File: config.mk
export PLATFORM = sky130hd
export DESIGN_NAME = dmem_arbiter
export DESIGN_NICKNAME = d
export VERILOG_FILES = /design/src/rtl/dmem_arbiter.sv
export SDC_FILE = /design/constraint.sdc
export NUM_CORES = 1
export LEC_CHECK = 0
export CAP_MARGIN = 20
export CELL_PAD_IN_SITES_DETAIL_PLACEMENT = 1
export CELL_PAD_IN_SITES_GLOBAL_PLACEMENT = 1
export CORE_MARGIN = 8
export CORE_UTILIZATION = 28
export DETAILED_ROUTE_END_ITERATION = 6
export GPL_ROUTABILITY_DRIVEN = 0
export PLACE_DENSITY = 0.78
export SETUP_SLACK_MARGIN = 0.3
export SLEW_MARGIN = 20
export SYNTH_ARGS = -nofsm -noshare
export SYNTH_HDL_FRONTEND = slang
export SYNTH_SLANG_ARGS = --single-unit
File: constraint.sdc
create_clock -name clk -period 1.59 [get_ports clk]
set_input_delay 0.318 -clock clk [delete_from_list [all_inputs] [get_ports clk]]
set_output_delay 0.318 -clock clk [all_outputs]
set_load 0.05 [all_outputs]
File: src/rtl/dmem_arbiter.sv
// dmem_arbiter: two-requester arbiter and sequencer in front of the single-port
// data memory. One access at a time: grant (IDLE), strobe (ACCESS), response
// strobe (RESP). Simultaneous requests are served round-robin by default.
// Optional build macro DMEM_ARB_FIXED_PRIO_EN: requester 0 always wins
// simultaneous requests; the round-robin pointer is removed.
module dmem_arbiter #(
    parameter int DM_ADDRESS = 9,
    parameter int DATA_W     = 32
) (
    input  logic                  clk,
    input  logic                  rst_n,
    input  logic                  m0_req,
    input  logic                  m0_we,
    input  logic [2:0]            m0_funct3,
    input  logic [DM_ADDRESS-1:0] m0_addr,
    input  logic [DATA_W-1:0]     m0_wdata,
    output logic                  m0_gnt,
    output logic                  m0_rvalid,
    output logic [DATA_W-1:0]     m0_rdata,
    input  logic                  m1_req,
    input  logic                  m1_we,
    input  logic [2:0]            m1_funct3,
    input  logic [DM_ADDRESS-1:0] m1_addr,
    input  logic [DATA_W-1:0]     m1_wdata,
    output logic                  m1_gnt,
    output logic                  m1_rvalid,
    output logic [DATA_W-1:0]     m1_rdata,
    output logic [2:0]            mem_Funct3,
    output logic                  mem_MemRead,
    output logic                  mem_MemWrite,
    output logic [DM_ADDRESS-1:0] mem_a,
    output logic [DATA_W-1:0]     mem_wd,
    input  logic [DATA_W-1:0]     mem_rd,
    output logic                  busy
);

    typedef enum logic [1:0] {
        IDLE   = 2'd0,
        ACCESS = 2'd1,
        RESP   = 2'd2
    } state_t;

    state_t state;

    // Command registers not exposed on the memory pins (owner and direction).
    logic   cmd_id;
    logic   cmd_we;

    logic   gnt0;
    logic   gnt1;

`ifndef DMEM_ARB_FIXED_PRIO_EN
    // Id of the requester granted most recently; the other one wins a tie.
    logic   last_id;
`endif

    // Combinational arbitration: grants only exist in IDLE, only to the winner.
    always_comb begin
        gnt0 = 1'b0;
        gnt1 = 1'b0;
        if (state == IDLE) begin
            if (m0_req && m1_req) begin
`ifdef DMEM_ARB_FIXED_PRIO_EN
                gnt0 = 1'b1;
`else
                if (last_id) begin
                    gnt0 = 1'b1;
                end else begin
                    gnt1 = 1'b1;
                end
`endif
            end else if (m0_req) begin
                gnt0 = 1'b1;
            end else if (m1_req) begin
                gnt1 = 1'b1;
            end
        end
    end

    assign m0_gnt = gnt0;
    assign m1_gnt = gnt1;
    assign busy   = (state != IDLE);

    // Sequencer: latch the winner's command, strobe memory for one cycle,
    // then pulse the owner's response strobe. Memory pins hold the last command.
    always_ff @(posedge clk or negedge rst_n) begin
        if (!rst_n) begin
            state        <= IDLE;
            cmd_id       <= 1'b0;
            cmd_we       <= 1'b0;
            mem_Funct3   <= '0;
            mem_a        <= '0;
            mem_wd       <= '0;
            mem_MemRead  <= 1'b0;
            mem_MemWrite <= 1'b0;
            m0_rvalid    <= 1'b0;
            m1_rvalid    <= 1'b0;
            m0_rdata     <= '0;
            m1_rdata     <= '0;
`ifndef DMEM_ARB_FIXED_PRIO_EN
            last_id      <= 1'b1;
`endif
        end else begin
            m0_rvalid <= 1'b0;
            m1_rvalid <= 1'b0;
            unique case (state)
                IDLE: begin
                    if (gnt0 || gnt1) begin
                        cmd_id       <= gnt1;
                        cmd_we       <= gnt1 ? m1_we : m0_we;
                        mem_Funct3   <= gnt1 ? m1_funct3 : m0_funct3;
                        mem_a        <= gnt1 ? m1_addr : m0_addr;
                        mem_wd       <= gnt1 ? m1_wdata : m0_wdata;
                        mem_MemWrite <= gnt1 ? m1_we : m0_we;
                        mem_MemRead  <= gnt1 ? ~m1_we : ~m0_we;
`ifndef DMEM_ARB_FIXED_PRIO_EN
                        last_id      <= gnt1;
`endif
                        state        <= ACCESS;
                    end
                end
                ACCESS: begin
                    mem_MemWrite <= 1'b0;
                    mem_MemRead  <= 1'b0;
                    if (!cmd_we) begin
                        if (cmd_id) begin
                            m1_rdata <= mem_rd;
                        end else begin
                            m0_rdata <= mem_rd;
                        end
                    end
                    if (cmd_id) begin
                        m1_rvalid <= 1'b1;
                    end else begin
                        m0_rvalid <= 1'b1;
                    end
                    state <= RESP;
                end
                RESP: begin
                    state <= IDLE;
                end
                default: begin
                    state <= IDLE;
                end
            endcase
        end
    end

endmodule
==> impl_metrics.json, run 1 <==
{
  "p_sw_frac": 0.455,
  "asyncSetResetFlopFracSynth": 1.00,
  "number_of_antenna_violations_at_the_first_check_in_global_routing": 1,
  "wl_um": 26700,
  "postSynthRegisterBits": 117,
  "pre_cts_slack_ns": -0.430,
  "setup_viol_count_final": 106,
  "power.static_leakage_nw": 4.87,
  "fp.dieH_um": 151,
  "worst_setup_path_start_kind": "flop",
  "regToRegEndpoint": "mem_wd[16]",
  "final_antenna_net_count": 0,
  "synthesis.area_per_instance_um2": 12.1,
  "power_density_of_the_placed_cells_mw_per_mm2": 2690,
  "design.portCount": 241,
  "synth_cell_types": 30,
  "cp_data_required_time_ns": 1.27,
  "worst_rel_slew_slack": 0.702,
  "clk_pin_slew_worst_paths_ns": 0.07,
  "drt_pre_antenna_iters": 4,
  "number_of_enable_type_register_cells_in_the_synthesized_netlist": 0,
  "hold_path.class": "primary input to asynchronous set/reset pin",
  "finalMaxSlewViolations": 0,
  "final_routed_drc_violation_total": 0,
  "num_antenna_cells": 0,
  "routed-wl-met3_um": 1570,
  "combPwrFrac": 0.654,
  "detailed_place_hpwl_um": 13800,
  "sequential_area_share_after_synthesis": 0.578,
  "postSynthCellCount": 419,
  "seq_power_share": 0.206,
  "htreeDepth": 4,
  "globalRoute.totalOverflow": 0,
  "initial_utilization": 0.284,
  "ys_warn_count": 0,
  "p_clk_frac": 0.141,
  "failed_checks": "negative setup slack",
  "drt-vias-per-instance": 4.99,
  "synthToLayoutAreaGrowth_pct": 114,
  "cts-root-buf": "sky130_fd_sc_hd__clkbuf_16",
  "endpoint_type_of_the_worst_setup_path": "output pin",
  "io_buffer_count": 240,
  "placedInstanceArea_mm2": 0.00768,
  "net-switching-power_mw": 13.3,
  "grt_max_degree": 43,
  "design.final.nets": 893,
  "cts-buffers-inserted": 17,
  "topRoutingLayerUsed": "met5",
  "post-layout-total-power_mw": 29.1,
  "tightestPinTransition_ns": 0.442,
  "routed-wl-met2_um": 14100,
  "timing.final.ws_setup_ns": -0.232,
  "first_pass_grt_wire_length_um": 37400,
  "worst_skew_pair.late_latency_ns": 0.42,
  "worst_path_dominant_cell_family": "flip-flops",
  "drv.max_cap_violation_count": 0,
  "ir_drop_v": 0.00154,
  "via_count": 5034,
  "die_area_mm2": 0.0227,
  "final_hold_viol_count": 0,
  "fin_skew_ns": 0.0169,
  "cp_num_buf_inv": 2,
  "power.internal_mw": 15.9,
  "worstPathMaxFanout": 4,
  "synthesis.area_mm2": 0.00507,
  "final_layout_size_suffix_gt1_frac": 0.512,
  "grt_setup_unrepaired": "true",
  "postSynth.topFlopCell": "sky130_fd_sc_hd__dfrtp_1",
  "m1WireLength_um": 10400,
  "worstSetupPathType": "flop to output pin",
  "timing.critical_path.slowest_cell_delay_ns": 0.44,
  "cts_sinks": 117,
  "fp.coreArea_mm2": 0.0178,
  "fmaxAchievable_ghz": 0.549,
  "slowest_stage": "sky130_fd_sc_hd__dfrtp_2",
  "final.min_clock_period_ns": 1.82,
  "signal_arrival_time_at_the_worst_endpoint_ns": 1.50,
  "run_status": "finished, violations left",
  "setup.reg_to_reg.worst_slack_ns": -0.22,
  "detail_route.wl_per_cell_um": 26.5,
  "crit_chain": "or2_4 -> buf_12 -> nor2_4 -> buf_8",
  "design_area_mm2": 0.0108,
  "first_global_vias": 5902,
  "cts_tree": "yes",
  "final.period_utilization": 1.15,
  "groute.usage.overall": 0.220,
  "dr.first_iter.drc_count": 220,
  "chipWidth_um": 151,
  "synth_nets": 545,
  "worst_r2r_path_depth": 6,
  "fp-row-count": 49,
  "rr_startpoint": "state[0]",
  "cts_buffer_depth": 2,
  "setup-tns-final_ns": -11.04
}
-- power groups by stage --
stage / combinational (mW) / clock [mW] / sequential (mW)
floorplan: 3.27 / 0 / 10.3
global placement: 12.2 / 0 / 5.46
detailed placement: 12.5 / 0 / 5.57
CTS: 16.7 / 4.10 / 5.80
global route: 19.7 / 4.29 / 6.14
finish: 19.0 / 4.10 / 6.00
-- kinds of logic after synthesis --
group / after synthesis / share of synthesized area
AO/OA/AOI/OAI: 99 / 0.151
buffers and inverters: 84 / 0.0706
flip-flops: 117 / 0.578
multiplexers: 64 / 0.142
AND/OR/NAND/NOR: 55 / 0.0580
-- area by class of cell --
type,count,area [um2]
Fill cell,1673,7000
Timing Repair Buffer,365,4130
Sequential cell,117,2930
Multi-Input combinational cell,219,2700
Clock buffer,17,425
Tap cell,229,287
Clock inverter,15,195
Inverter,47,176
-- timing repair --
action	CTS	global route
setup endpoints to repair	229	228
gates resized for setup	239	75
cloned	15	2
hold buffers	1	0
endpoints found under the hold margin	23	0
pin swaps	5	6
setup buffers	39	45
-- synthesized netlist by cell type (all sizes together), types with 2 or more instances --
| cell | n | area share |
|---|---|---|
| dfrtp | 116 | 0.57 |
| mux2 | 64 | 0.14 |
| inv | 47 | 0.035 |
| o21ai | 45 | 0.044 |
| nand3 | 44 | 0.043 |
| o311ai | 44 | 0.091 |
| clkbuf | 20 | 0.015 |
| buf | 17 | 0.021 |
| nor2 | 3 | 0.0022 |
| a21o | 2 | 0.0030 |
| and2 | 2 | 0.0025 |
| o21bai | 2 | 0.0030 |
| or2 | 2 | 0.0030 |
-- per-stage QoR --
step	std cells	util	hold slack [ns]
after detailed placement	875	0.430	0.276
after global placement	875	0.430	0.266
after global routing	1009	0.607	0.397
final	1009	0.607	0.384
after floorplan	419	-	0.0224
after CTS	962	0.564	0.392
-- registers in the layout, summed over array words and instances, names as in the netlist --
register and cells:
mem_Funct3 3, state 2, mem_MemRead 1, mem_a 9, m0_rdata 32, m0_rvalid 1, m1_rdata 32, m1_rvalid 1
cmd_we 1, last_id 1, mem_wd 32, cmd_id 1, mem_MemWrite 1
-- cell usage in the layout (no fill, tap or decap), types with 2 or more instances in the layout --
master | synthesis | final
sky130_fd_sc_hd__inv_6 | 0 | 4
sky130_fd_sc_hd__clkbuf_16 | 0 | 19
sky130_fd_sc_hd__bufinv_16 | 0 | 3
sky130_fd_sc_hd__clkinv_4 | 0 | 4
sky130_fd_sc_hd__o21ai_0 | 45 | 24
sky130_fd_sc_hd__inv_1 | 47 | 46
sky130_fd_sc_hd__clkdlybuf4s50_1 | 0 | 123
sky130_fd_sc_hd__a21o_1 | 2 | 2
sky130_fd_sc_hd__o311ai_4 | 0 | 34
sky130_fd_sc_hd__o311ai_2 | 10 | 10
sky130_fd_sc_hd__o21ai_1 | 0 | 19
sky130_fd_sc_hd__or2_4 | 1 | 3
sky130_fd_sc_hd__dfrtp_1 | 116 | 115
sky130_fd_sc_hd__buf_4 | 6 | 79
sky130_fd_sc_hd__buf_16 | 0 | 14
sky130_fd_sc_hd__buf_12 | 0 | 22
sky130_fd_sc_hd__o21bai_1 | 2 | 2
sky130_fd_sc_hd__inv_8 | 0 | 2
sky130_fd_sc_hd__o21ai_2 | 0 | 2
sky130_fd_sc_hd__nand3_1 | 44 | 44
sky130_fd_sc_hd__nor2_4 | 0 | 2
sky130_fd_sc_hd__buf_6 | 1 | 121
sky130_fd_sc_hd__mux2_4 | 0 | 64
-- worst max-delay path by stage --
stage / start / to / slack, ns / cells past startpoint
after floorplan: state[0] / m0_gnt / 0.05 / 4
after global placement: m0_req / mem_wd[2] / -0.31 / 5
after detailed placement: m0_req / mem_wd[5] / -0.43 / 5
after CTS: state[0] / m0_gnt / -0.23 / 4
after global routing: state[1] / m1_gnt / -0.27 / 4
final: state[0] / m0_gnt / -0.23 / 4
-- metal layers --
metal / global-route usage / up-vias
li1: - / 2208
met1: 0.241 / 2561
met2: 0.405 / 222
met3: 0.0517 / 41
met4: 0.0790 / 2
met5: 0 / -
Note: power is estimated with default switching activity, not from simulation.
==> run 2, diff against run 1 <==
--- a/config.mk
+++ b/config.mk
@@ -9,10 +9,11 @@
 export CELL_PAD_IN_SITES_DETAIL_PLACEMENT = 1
 export CELL_PAD_IN_SITES_GLOBAL_PLACEMENT = 1
 export CORE_MARGIN = 8
-export CORE_UTILIZATION = 28
+export CORE_UTILIZATION = 43
 export DETAILED_ROUTE_END_ITERATION = 6
+export DONT_BUFFER_PORTS = 1
 export GPL_ROUTABILITY_DRIVEN = 0
-export PLACE_DENSITY = 0.78
+export PLACE_DENSITY = 0.76
 export SETUP_SLACK_MARGIN = 0.3
 export SLEW_MARGIN = 20
 export SYNTH_ARGS = -nofsm -noshare
==> impl_metrics.json, run 2 (same netlist as run 1, synthesis figures left out) <==
{
  "layout.cells.most_common": "sky130_fd_sc_hd__dfrtp_2",
  "grt_max_degree": 118,
  "cts_sinks": 117,
  "fp.coreArea_mm2": 0.0115,
  "worstPathMaxFanout": 6,
  "synthToLayoutAreaGrowth_pct": 54.6,
  "signal_arrival_time_at_the_worst_endpoint_ns": 1.53,
  "io_buffer_count": 0,
  "first_pass_grt_wire_length_um": 28000,
  "worstSetupPathType": "flop to output pin",
  "m1WireLength_um": 7000,
  "worst_setup_path_endpoint": "m1_gnt",
  "path_depth": 4,
  "final_layout_size_suffix_gt1_frac": 0.709,
  "worst_setup_path_start_kind": "flop",
  "design.final.nets": 590,
  "timing.final.ws_setup_ns": -0.260,
  "via_count": 3837,
  "endpoint_type_of_the_worst_setup_path": "output pin",
  "placedInstanceArea_mm2": 0.00536,
  "final.period_utilization": 1.16,
  "cp_num_buf_inv": 2,
  "fin_skew_ns": 0.00784,
  "chipWidth_um": 125,
  "finalMaxSlewViolations": 0,
  "regToRegEndpoint": "mem_wd[2]",
  "layout.cells.most_common_list": "110 x sky130_fd_sc_hd__dfrtp_2, 64 x sky130_fd_sc_hd__mux2_4, 46 x sky130_fd_sc_hd__inv_1",
  "num_antenna_cells": 0,
  "final-instance-count-excl-fill": 620,
  "setup.reg_to_reg.worst_slack_ns": -0.23,
  "wl_um": 20000,
  "design_area_mm2": 0.00783,
  "final_antenna_net_count": 0,
  "setup_viol_count_final": 82,
  "run_status": "finished, violations left",
  "first_global_vias": 4356,
  "dr.first_iter.drc_count": 180,
  "drv.max_cap_violation_count": 0,
  "grt_setup_unrepaired": "true",
  "crit_chain": "buf_6 -> a211oi_4 -> and2_4 -> buf_12",
  "final_hold_viol_count": 117,
  "final.min_clock_period_ns": 1.85,
  "cp_data_required_time_ns": 1.27,
  "rr_startpoint": "state[0]",
  "failed_checks": "negative hold slack, negative setup slack",
  "tightestPinTransition_ns": 0.691,
  "setup.worst_path.start": "state[1]",
  "topRoutingLayerUsed": "met4",
  "drt_pre_antenna_iters": 4,
  "worst_skew_pair.late_latency_ns": 0.42,
  "cts-buffers-inserted": 17,
  "cts_buffer_depth": 2,
  "design.portCount": 241,
  "hold_path.class": "primary input to asynchronous set/reset pin",
  "worst_rel_slew_slack": 0.539,
  "detailed_place_hpwl_um": 10300,
  "htreeDepth": 4,
  "globalRoute.totalOverflow": 0,
  "slowest_stage": "sky130_fd_sc_hd__dfrtp_1",
  "initial_utilization": 0.442,
  "cts-root-buf": "sky130_fd_sc_hd__clkbuf_16",
  "routed-wl-met2_um": 10300,
  "number_of_antenna_violations_at_the_first_check_in_global_routing": 0,
  "detail_route.wl_per_cell_um": 32.3,
  "clk_pin_slew_worst_paths_ns": 0.06,
  "final_routed_drc_violation_total": 0,
  "routed-wl-met3_um": 2160,
  "groute.usage.overall": 0.235,
  "top_regs": "m0_rdata (32), m1_rdata (32), mem_wd (32)",
  "drt-vias-per-instance": 6.19,
  "timing.critical_path.slowest_cell_delay_ns": 0.41,
  "worst_path_dominant_cell_family": "flip-flops",
  "fp-row-count": 39,
  "die_area_mm2": 0.0155,
  "worst_r2r_path_depth": 6,
  "fp.dieH_um": 125,
  "cts_tree": "yes",
  "placed_cells": 544,
  "finalHoldWorstSlack_ns": -0.410,
  "fmaxAchievable_ghz": 0.541
}
run 2: cell types whose count changed in the layout (fill, tap and decap cells not counted), moves of 9 or more:
cell,change
sky130_fd_sc_hd__buf_4,-66
sky130_fd_sc_hd__o21ai_0,-10
sky130_fd_sc_hd__dfrtp_2,+109
sky130_fd_sc_hd__buf_12,-9
sky130_fd_sc_hd__clkdlybuf4s50_1,-123
sky130_fd_sc_hd__buf_6,-107
sky130_fd_sc_hd__dfrtp_1,-109
run 2: cell type report:
| cell class | instances | area, um2 |
|---|---|---|
| Timing Repair Buffer | 62 | 1120 |
| Inverter | 47 | 176 |
| Sequential cell | 117 | 3070 |
| Fill cell | 984 | 3640 |
| Clock buffer | 19 | 433 |
| Multi-Input combinational cell | 219 | 2720 |
| Clock inverter | 13 | 135 |
| Tap cell | 143 | 179 |
run 2: per-stage QoR:
stage | utilization | setup TNS, ns | worst slack, ns | hold slack [ns]
after global routing | 0.683 | -12.60 | -0.347 | -0.433
after global placement | 0.467 | 0 | 0.00860 | 0.0257
after floorplan | - | 0 | 0.0512 | 0.0224
after CTS | 0.615 | -4.35 | -0.266 | -0.427
final | 0.683 | -7.16 | -0.260 | -0.410
after detailed placement | 0.467 | -0.115 | -0.0428 | 0.0260
run 2: worst min path at each step:
| stage | cells after the start | startpoint | end | slack [ns] |
|---|---|---|---|---|
| 2_1_floorplan | 0 | rst_n | cmd_id | 0.02 |
| 3_3_place_gp | 0 | rst_n | m0_rdata[19] | 0.03 |
| 3_5_place_dp | 0 | rst_n | m0_rdata[18] | 0.03 |
| 4_1_cts | 0 | rst_n | m0_rdata[18] | -0.43 |
| 5_1_grt | 0 | rst_n | m0_rdata[18] | -0.43 |
| 6_report | 0 | rst_n | m1_rdata[23] | -0.41 |
run 2: what timing repair did:
action                                  4_1_cts  5_1_grt
hold endpoints to repair                    117      117
setup buffers                                11       13
gates cloned                                 16        4
gates resized for setup                     191      140
endpoints found under the setup margin      229      163
pin swaps                                     6       13
run 2: per-layer routing:
| layer | vias up | global-route usage |
|---|---|---|
| met1 | 1974 | 0.243 |
| met2 | 210 | 0.393 |
| met4 | 0 | 0.0964 |
| li1 | 1618 | - |
| met3 | 35 | 0.123 |
| met5 | - | 0 |
run 2: worst reg2reg max path: stages, from the launching register on:
cell and delay [ns]:
sky130_fd_sc_hd__dfrtp_1 0.40, sky130_fd_sc_hd__or2_4 0.29, sky130_fd_sc_hd__buf_6 0.13, sky130_fd_sc_hd__or2_4 0.32
sky130_fd_sc_hd__buf_12 0.15, sky130_fd_sc_hd__buf_16 0.14, sky130_fd_sc_hd__o311ai_4 0.28
Power of run 2 is not shown: default switching activity piles up to over one toggle a cycle in this logic, so the estimate is an artifact.
